## config.mk

```make
export PLATFORM = sky130hd
export DESIGN_NAME = bcd_share_arbiter
export DESIGN_NICKNAME = d
export VERILOG_FILES = /design/src/rtl/bcd_share_arbiter.sv
export SDC_FILE = /design/constraint.sdc
export NUM_CORES = 1
export LEC_CHECK = 0
export BUFFER_PORTS_ARGS = -buffer_cell sky130_fd_sc_hd__buf_2
export CORE_MARGIN = 2
export CORE_UTILIZATION = 45
export DETAILED_ROUTE_END_ITERATION = 10
export PLACE_DENSITY_LB_ADDON = 0.12
export SYNTH_ARGS = -nofsm -noshare
export SYNTH_HDL_FRONTEND = slang
export SYNTH_SLANG_ARGS = --single-unit
export TNS_END_PERCENT = 1
```

## constraint.sdc

```tcl
create_clock -name clk -period 2.7 [get_ports clk]
set_input_delay 0.54 -clock clk [delete_from_list [all_inputs] [get_ports clk]]
set_output_delay 0.54 -clock clk [all_outputs]
set_load 0.005 [all_outputs]
```

## src/rtl/bcd_share_arbiter.sv

```systemverilog
// Shared sequential double-dabble binary-to-BCD converter with round-robin
// arbitration between two valid/ready requesters and a valid/ready result port.
module bcd_share_arbiter #(
    parameter int W      = 8,
    parameter int DIGITS = 3
) (
    input  logic                clk,
    input  logic                rst_n,
    input  logic                req0_valid,
    input  logic [W-1:0]        req0_data,
    output logic                req0_ready,
    input  logic                req1_valid,
    input  logic [W-1:0]        req1_data,
    output logic                req1_ready,
    output logic                out_valid,
    input  logic                out_ready,
    output logic                out_src,
    output logic [4*DIGITS-1:0] out_bcd,
    output logic                busy
);

    localparam int BW = 4 * DIGITS;
    localparam int SW = BW + W;
    localparam int CW = $clog2(W + 1);

    typedef enum logic [1:0] {IDLE, CONV, HOLD} state_t;

    state_t        state, state_next;
    logic [SW-1:0] shift_reg, shift_adj, shift_next;
    logic [CW-1:0] count;
    logic          last_grant, src;
    logic          grant0, grant1, last_shift;

    // On a tie the requester that was not served last wins.
    assign grant0     = req0_valid && (!req1_valid || last_grant);
    assign grant1     = req1_valid && (!req0_valid || !last_grant);
    assign last_shift = (count == CW'(W - 1));
    assign shift_next = shift_adj << 1;

    always_comb begin
        shift_adj = shift_reg;
        for (int d = 0; d < DIGITS; d++) begin
            if (shift_reg[W+4*d +: 4] >= 4'd5)
                shift_adj[W+4*d +: 4] = shift_reg[W+4*d +: 4] + 4'd3;
        end
    end

    always_ff @(posedge clk or negedge rst_n) begin
        if (!rst_n)
            state <= IDLE;
        else
            state <= state_next;
    end

    always_comb begin
        state_next = state;
        req0_ready = 1'b0;
        req1_ready = 1'b0;
        busy       = 1'b0;
        case (state)
            IDLE: begin
                req0_ready = grant0;
                req1_ready = grant1;
                if (grant0 || grant1)
                    state_next = CONV;
            end
            CONV: begin
                busy = 1'b1;
                if (last_shift)
                    state_next = HOLD;
            end
            HOLD: begin
                busy = 1'b1;
                if (out_ready)
                    state_next = IDLE;
            end
            default: state_next = IDLE;
        endcase
    end

    // out_bcd and out_src are left untouched after the handshake; out_valid qualifies them.
    always_ff @(posedge clk or negedge rst_n) begin
        if (!rst_n) begin
            shift_reg  <= '0;
            count      <= '0;
            last_grant <= 1'b1;
            src        <= 1'b0;
            out_valid  <= 1'b0;
            out_bcd    <= '0;
            out_src    <= 1'b0;
        end else begin
            case (state)
                IDLE: begin
                    if (req0_ready) begin
                        shift_reg  <= {{BW{1'b0}}, req0_data};
                        src        <= 1'b0;
                        last_grant <= 1'b0;
                        count      <= '0;
                    end else if (req1_ready) begin
                        shift_reg  <= {{BW{1'b0}}, req1_data};
                        src        <= 1'b1;
                        last_grant <= 1'b1;
                        count      <= '0;
                    end
                end
                CONV: begin
                    shift_reg <= shift_next;
                    count     <= count + CW'(1);
                    if (last_shift) begin
                        out_bcd   <= shift_next[SW-1 -: BW];
                        out_src   <= src;
                        out_valid <= 1'b1;
                    end
                end
                HOLD: begin
                    if (out_ready)
                        out_valid <= 1'b0;
                end
                default: ;
            endcase
        end
    end

endmodule

```

* Word-level counts from Yosys, hierarchy flattened
Cells that the tools add are included.
** Storage, ports and cells
- Bits in registers :: 42
- Latch bits :: 0
- Bits in writable memories :: 0
- Bits in read-only memories :: 0
- Input bits :: 21
- Output and inout bits :: 17
- Word-level logic and storage cells :: 61
- Memories :: 0
** Operators by class
- Add/subtract/negate cells :: 4
- Multipliers :: 0
- Divide/modulo/power cells :: 0
- Magnitude comparators :: 3
- Eq/ne operators :: 7
- Shift operators :: 0
- Multiplexer cells :: 21
- Bitwise logic cells :: 0
- Reductions and logical operators :: 18
** Operator list (count)
- two-way mux 20 bit :: 2
- case mux 20 bit (2 select lines) :: 1
- two-way mux 4 bit :: 4
- >= comparator 4 x 3 -> 1 bit (second input constant) :: 3
- adder 4 x 2 -> 4 bit (second input constant) :: 2
- case mux 4 bit (2 select lines) :: 1
- two-way mux 1 bit :: 7
- two-way mux 2 bit :: 3
- inequality test 2 bit (second input constant) :: 3
- case mux 2 bit (3 select lines) :: 1
- AND reduction 2 bit :: 3
- AND reduction 3 bit :: 2
- nonzero test 2 bit :: 3
- adder 4 x 1 -> 4 bit (second input constant) :: 1
- equality test 4 x 3 -> 1 bit (second input constant) :: 1
- adder 3 x 2 -> 3 bit (second input constant) :: 1
- zero test 1 bit :: 3
- logical OR 1 bit :: 3
- two-way mux 3 bit :: 1
- inequality test 3 bit (second input constant) :: 1
- equality test 2 x 1 -> 1 bit (second input constant) :: 1
- equality test 2 bit (second input constant) :: 1
- logical AND 1 bit :: 2
- zero test 2 bit :: 1
- 2 further kinds :: 2

* Logic depth before layout (Yosys ltp)
Gate-level depths: netlist of run 1.
- Word-level depth :: 7
- Depth in mapped cells :: 8
- Gate-level depth less buffers :: 6

* Least setup slack after synthesis of run 1
Ideal clock, no wire load.
- Path type :: reg2reg
- Start :: register state[0]
- End :: register shift_reg[19]
- Library setup time :: 0.126 ns
- Arrival time :: 1.869 ns
- Required time :: 2.574 ns
- Path slack :: 0.705 ns
- Cell stages (with the launch flop) :: 9
- Path buffers :: 2
- Period minus slack after synthesis :: 1.995 ns
- Cell sequence :: dfrtp_1 inv_1 ha_1 or3b_1 buf_6 and2_4 buf_6 and3_4 a221o_1
** Between the ends
- Word-level cells in the longest chain between the ends :: 4
- Elaborated cells on any way between the ends :: 9
- Classes of those cells :: eq/ne (2); mux (4); reduce/logical (3)
** RTL lines
- from (decl) :: line 28 : state_t state, state_next;
- from (signal assigned) :: line 52 : state <= state_next;
- zero test 2 bit :: line 60, 92
- two-way mux 1 bit :: line 60 : case (state)
- two-way mux 20 bit / inequality test 3 bit (equally long branches)
- case mux 20 bit (2 select lines) / AND reduction 2 bit (equally long branches)
- to (signal assigned) :: line 95 : shift_reg <= {{BW{1'b0}}, req0_data};
- to (signal assigned) :: line 100 : shift_reg <= {{BW{1'b0}}, req1_data};
- to (signal assigned) :: line 107 : shift_reg <= shift_next;
- to (decl) :: line 29 : logic [SW-1:0] shift_reg, shift_adj, shift_next;
Parallel ways exist; a longest one is shown, timed or not.
A chain may end at the register's enable or synchronous reset.

* Worst setup path after layout of run 1
- Start :: register state[1]
- End :: register shift_reg[11]
The elaborated chain is that of the path after synthesis.

==> results of run 1 <==
==> power by group <==
part,internal [mW],total [mW],switching (mW),leakage (nW)
registers,0.898,1.06,0.163,0.524
logic,0.516,1.15,0.631,0.570
clock network,0.272,0.492,0.220,0.0579
==> per-layer routing <==
layer | GRT usage | vias up | routed length [µm]
met2 | 0.281 | 32 | 1830
met4 | 0.0741 | 0 | 30
met1 | 0.224 | 743 | 1920
met3 | 0.0304 | 4 | 144
li1 | - | 809 | -
met5 | 0 | - | 0
==> cell families (layout without fill, tap and decap cells) <==
kind of cell	Yosys count	after routing	synth area share
compound gates	56	56	0.163
simple gates	65	65	0.157
mux	12	12	0.0591
fa+ha+maj	10	10	0.0591
flops	42	42	0.497
buf+inv	20	58	0.0438
xor+xnor	5	5	0.0207
==> worst max-delay path, delay by kind of cell (launching register included) <==
kind            cells  cell delay, ps
compound gates      1             250
fa+ha+maj           1             270
buf+inv             1              80
flops               1             400
simple gates        3             980
==> placed cells by master (no fill, tap or decap), types with 6 or more instances in the layout <==
| cell type | n |
|---|---|
| nor3b_1 | 7 |
| nor2_1 | 6 |
| ha_1 | 10 |
| o211ai_1 | 7 |
| mux2i_1 | 8 |
| nand3_1 | 8 |
| dfrtp_1 | 41 |
| buf_2 | 37 |
| o21ai_0 | 22 |
| nand2_1 | 32 |
| a21oi_1 | 12 |
| inv_1 | 11 |
==> worst paths after layout <==
check / endpoint / from / slack, ps
max reg2reg: shift_reg[11]$_DFFE_PN0P_ / state[1]$_DFFE_PN0P_ / 610
max in group asynchronous: out_bcd[10]$_DFFE_PN0P_ / rst_n / 1730
min in group clk: out_bcd[4]$_DFFE_PN0P_ / out_bcd[4]$_DFFE_PN0P_ / 470
min: out_bcd[6]$_DFFE_PN0P_ / rst_n / 380
max: shift_reg[11]$_DFFE_PN0P_ / state[1]$_DFFE_PN0P_ / 610
min reg2reg: out_bcd[4]$_DFFE_PN0P_ / out_bcd[4]$_DFFE_PN0P_ / 470
==> synthesized netlist by cell type, drive strengths merged <==
| master | n |
|---|---|
| o22ai | 5 |
| clkbuf | 5 |
| nand4b | 1 |
| a221o | 3 |
| or3 | 1 |
| dfrtp | 41 |
| and3 | 3 |
| nor3 | 1 |
| mux2i | 8 |
| buf | 4 |
| nor2 | 6 |
| a21oi | 12 |
| o211ai | 7 |
| mux2 | 4 |
| o21bai | 1 |
| dfstp | 1 |
| inv | 11 |
| nand3b | 1 |
| o21ai | 23 |
| a21o | 1 |
| xnor2 | 5 |
| a2bb2oi | 1 |
| ha | 10 |
| nor3b | 7 |
| a22o | 2 |
| and2 | 1 |
| o22a | 1 |
| nand2 | 32 |
| nand3 | 8 |
| or3b | 1 |
| nand2b | 3 |
==> layout make-up <==
class,instances,area share
multi-input cells,148,0.398
repair buffers,39,0.0821
clock inverters,3,0.0164
clock buffers,5,0.0282
well taps,52,0.0267
flip-flops and latches,42,0.432
inverters,11,0.0169
==> impl_metrics.yaml, run 1 <==
yosys:
  synth_nets: 241
  synth_top_area_share: 0.485
  synth-seq-area-share: 0.497
  syn-mean-instance-area_um2: 10.1
  synthesis.area_um2: 2120
  yosysUniqueCellTypes: 34
  synthTopCellsByArea: "dfrtp_1 48%, ha_1 5.9%, nand2_1 5.7%"
  synthCells: 210
  synth_top_area_cell: "dfrtp_1"
  synth_seq_cells: 42
  synth_warnings: 0
clock_tree:
  ctsLongestPathBuffers: 2
  clk_latency_ps: 300
  cts_root_buffer: "clkbuf_8"
  cts_hold_buf: 0
  h-tree-depth: 2
  clkSinkCount: 42
  cts_tree: "yes"
  clk_pin_slew_ps: 90
  cts_made_buffers: 5
  postCtsResizedCells: 0
  cts_setup_buffers: 0
global_route:
  grt.total_usage: 0.172
  grt_max_degree: 43
  grt_overflow_total: 0
  grt_pass1_wl_um: 6980
  antenna_found_initial: 0
  grt_pass1_vias: 1525
setup_path:
  cp_slowest_stage_delay_ps: 550
  cp.required_ps: 2880
  critPathSlowestCell: "or3b_1"
  crit_chain: "inv_1 -> ha_1 -> or3b_1 -> and2_4 -> and3_4 -> a221o_1"
  criticalPathCategory: "flop to flop"
  worst_r2r_path_depth: 6
  end_kind: "flop"
  crit_path_start_kind: "flop"
  arrival_ps: 2280
  cp_max_fo: 10
cells_and_area:
  final-instance-count-excl-fill: 300
  diodes: 0
  drive_gt1_frac: 0.234
  multi_input_area_um2: 971
  area_growth_pct: 15.3
  regArea_um2: 1050
  design_area_um2: 2440
  largest_register_ffs: 20
  final_nets: 278
  utilization: 0.549
  fill_cells: 420
power_and_ir_drop:
  p_leak_nw: 1.15
  irDropWorstVdd_uv: 492
  p_per_area_nw_per_um2: 1110
  power_mw: 2.70
route:
  num_vias: 1588
  wl_per_cell_um: 13.1
  drt-pass1-iter-count: 4
  totalWireLength_um: 3930
  drcViolationCount: 0
  drtIter0Drc: 62
  antenna_left: 0
  viasPerCell: 5.29
sta:
  final_max_slew_viol_count: 0
  tns_ps: 0
  fin_crit_ps: 2090
  worst_hold_slack_ps: 376
  fin_ws_ps: 605
  max-slew-margin-rel: 0.376
  rsz0062_at_grt: "no"
  clock.fmax_ghz: 0.477
  tightestPinTransition_ps: 936
  setup_viol: 0
  clock_skew_ps: 9.05
  hold_violations: 0
  fin_crit_sh: 0.776
die:
  die_w_um: 72.6
  ioPinCount: 38
  dieArea_um2: 5270
  dieHeight_um: 72.6
  num_rows: 24
  start_util: 0.476
  core_area_um2: 4440
status:
  outcome: "complete, no violations"
placed_design:
  place_area_um2: 2330
  dp.cells: 292
  dp_slack_ps: 611
  numPortBuffers: 37
  place_hpwl_um: 2770
  gp_congestion: 0.749
flow_run:
  cap_viol_max_count: 0
min_path:
  min_path_type: "primary input to asynchronous set/reset pin"
No activity file was read; power rests on OpenSTA's default activity.
==> inputs of run 2 (changes only) <==
clock period = 1.8 ns   (was 2.7 ns; I/O delays follow)
==> impl_metrics.yaml, run 2 (synthesis gave the netlist of run 1 again) <==
status:
  outcome: "complete, no violations"
route:
  antenna_left: 0
  viasPerCell: 5.27
  drcViolationCount: 0
  wl_per_cell_um: 13.6
  num_vias: 1654
  drtIter0Drc: 63
  totalWireLength_um: 4290
  drt-pass1-iter-count: 4
cells_and_area:
  layout_common_cells: "41 x dfrtp_1, 37 x buf_2, 31 x nand2_1"
  final_nets: 292
  largest_register_ffs: 20
  area_growth_pct: 22.4
  drive_gt1_frac: 0.305
  final-instance-count-excl-fill: 314
  final_common_cell: "dfrtp_1"
  diodes: 0
  utilization: 0.583
  fill_cells: 395
setup_path:
  crit_buf_inv: 4
  endpoint: "req0_ready"
  cp_max_fo: 5
  startpoint: "state[0]$_DFFE_PN0P_"
  crit_family: "buffers and inverters"
  cp.required_ps: 1440
  crit_path_start_kind: "flop"
  crit_cells: 7
  arrival_ps: 1420
  criticalPathCategory: "flop to output port"
  r2r-end: "shift_reg[19]$_DFFE_PN0P_"
  worst_r2r_path_depth: 6
  r2r_start: "state[0]$_DFFE_PN0P_"
  end_kind: "output port"
  r2r_slack_ps: 40
  crit_chain: "inv_2 -> ha_4 -> buf_6 -> nand2_2 -> a21oi_2 -> buf_4 -> buf_2"
  cp_slowest_stage_delay_ps: 410
  critPathSlowestCell: "dfrtp_1"
sta:
  worst_hold_slack_ps: 347
  setup_viol: 0
  final_max_slew_viol_count: 0
  hold_violations: 0
  max-slew-margin-rel: 0.716
  tns_ps: 0
  rsz0062_at_grt: "yes"
  fin_crit_sh: 0.990
  clock.fmax_ghz: 0.561
  clock_skew_ps: 9.56
  tightestPinTransition_ps: 425
  fin_crit_ps: 1780
clock_tree:
  cts_made_buffers: 5
  h-tree-depth: 2
  ctsLongestPathBuffers: 2
  clk_pin_slew_ps: 80
  clk_latency_ps: 300
  cts_tree: "yes"
  clkSinkCount: 42
  cts_root_buffer: "clkbuf_8"
min_path:
  hold_depth: 3
  min_path_type: "primary input to flop"
placed_design:
  gp_congestion: 0.764
  dp.cells: 303
  numPortBuffers: 37
  place_hpwl_um: 3040
global_route:
  grt_pass1_vias: 1575
  grt_overflow_total: 0
  antenna_found_initial: 0
  grt_max_degree: 26
  grt.total_usage: 0.176
  grt_pass1_wl_um: 7110
power_and_ir_drop:
  power_mw: 4.27
  irDropWorstVdd_uv: 918
  p_per_area_nw_per_um2: 1650
  p_leak_nw: 1.22
die:
  die_w_um: 72.6
  start_util: 0.476
  ioPinCount: 38
  core_area_um2: 4440
  dieHeight_um: 72.6
  dieArea_um2: 5270
  num_rows: 24
flow_run:
  cap_viol_max_count: 0
[run 2: how the worst min path moves through the flow]
stage            startpoint                        to
3_5_place_dp          rst_n    out_bcd[5]$_DFFE_PN0P_
5_1_grt        req1_data[4]  shift_reg[4]$_DFFE_PN0P_
6_report       req1_data[0]  shift_reg[0]$_DFFE_PN0P_
4_1_cts        req1_data[0]  shift_reg[0]$_DFFE_PN0P_
2_1_floorplan         rst_n      count[0]$_DFFE_PN0P_
3_3_place_gp          rst_n    out_bcd[4]$_DFFE_PN0P_
[run 2: tightest hold or removal path: stages]
cell and delay [ps]:
buf_2 80, mux2i_1 50, o21ai_0 130
[run 2: cell type report]
type | count | area (µm²) | share of cell area
Clock buffer | 6 | 72.6 | 0.0280
Clock inverter | 2 | 13.8 | 0.00531
Inverter | 11 | 41.3 | 0.0159
Multi-Input combinational cell | 148 | 1010 | 0.389
Sequential cell | 42 | 1050 | 0.406
Tap cell | 52 | 65.1 | 0.0251
Timing Repair Buffer | 53 | 337 | 0.130
[run 2: metal layers]
layer | wire (µm) | track usage
met1 | 2020 | 0.228
met2 | 2020 | 0.285
met3 | 176 | 0.0414
met4 | 68 | 0.0679
met5 | 0 | 0
[run 2: what timing repair did]
| action | CTS | global route |
|---|---|---|
| hold buffers | 1 | 0 |
| gates resized for setup | 4 | 4 |
| pin swaps | 1 | 0 |
| endpoints found under the setup margin | 10 | 13 |
| buffers inserted | 1 | 1 |
| gates cloned | 0 | 0 |
| endpoints found under the hold margin | 17 | 0 |
[run 2: power by group]
| part | switching (mW) | leakage [nW] | internal (mW) |
|---|---|---|---|
| clock | 0.339 | 0.0452 | 0.274 |
| combinational | 1.04 | 0.649 | 1.00 |
| sequential | 0.260 | 0.524 | 1.35 |
| total | 1.64 | 1.22 | 2.63 |
[run 2: through the flow]
stage / instance area, µm² / setup WS (ps)
finish: 2590 / 18.5
global route: 2590 / -62.2
CTS: 2570 / 0.0318
detailed placement: 2450 / -59.7
global placement: 2450 / -9.99
floorplan: 2130 / -107
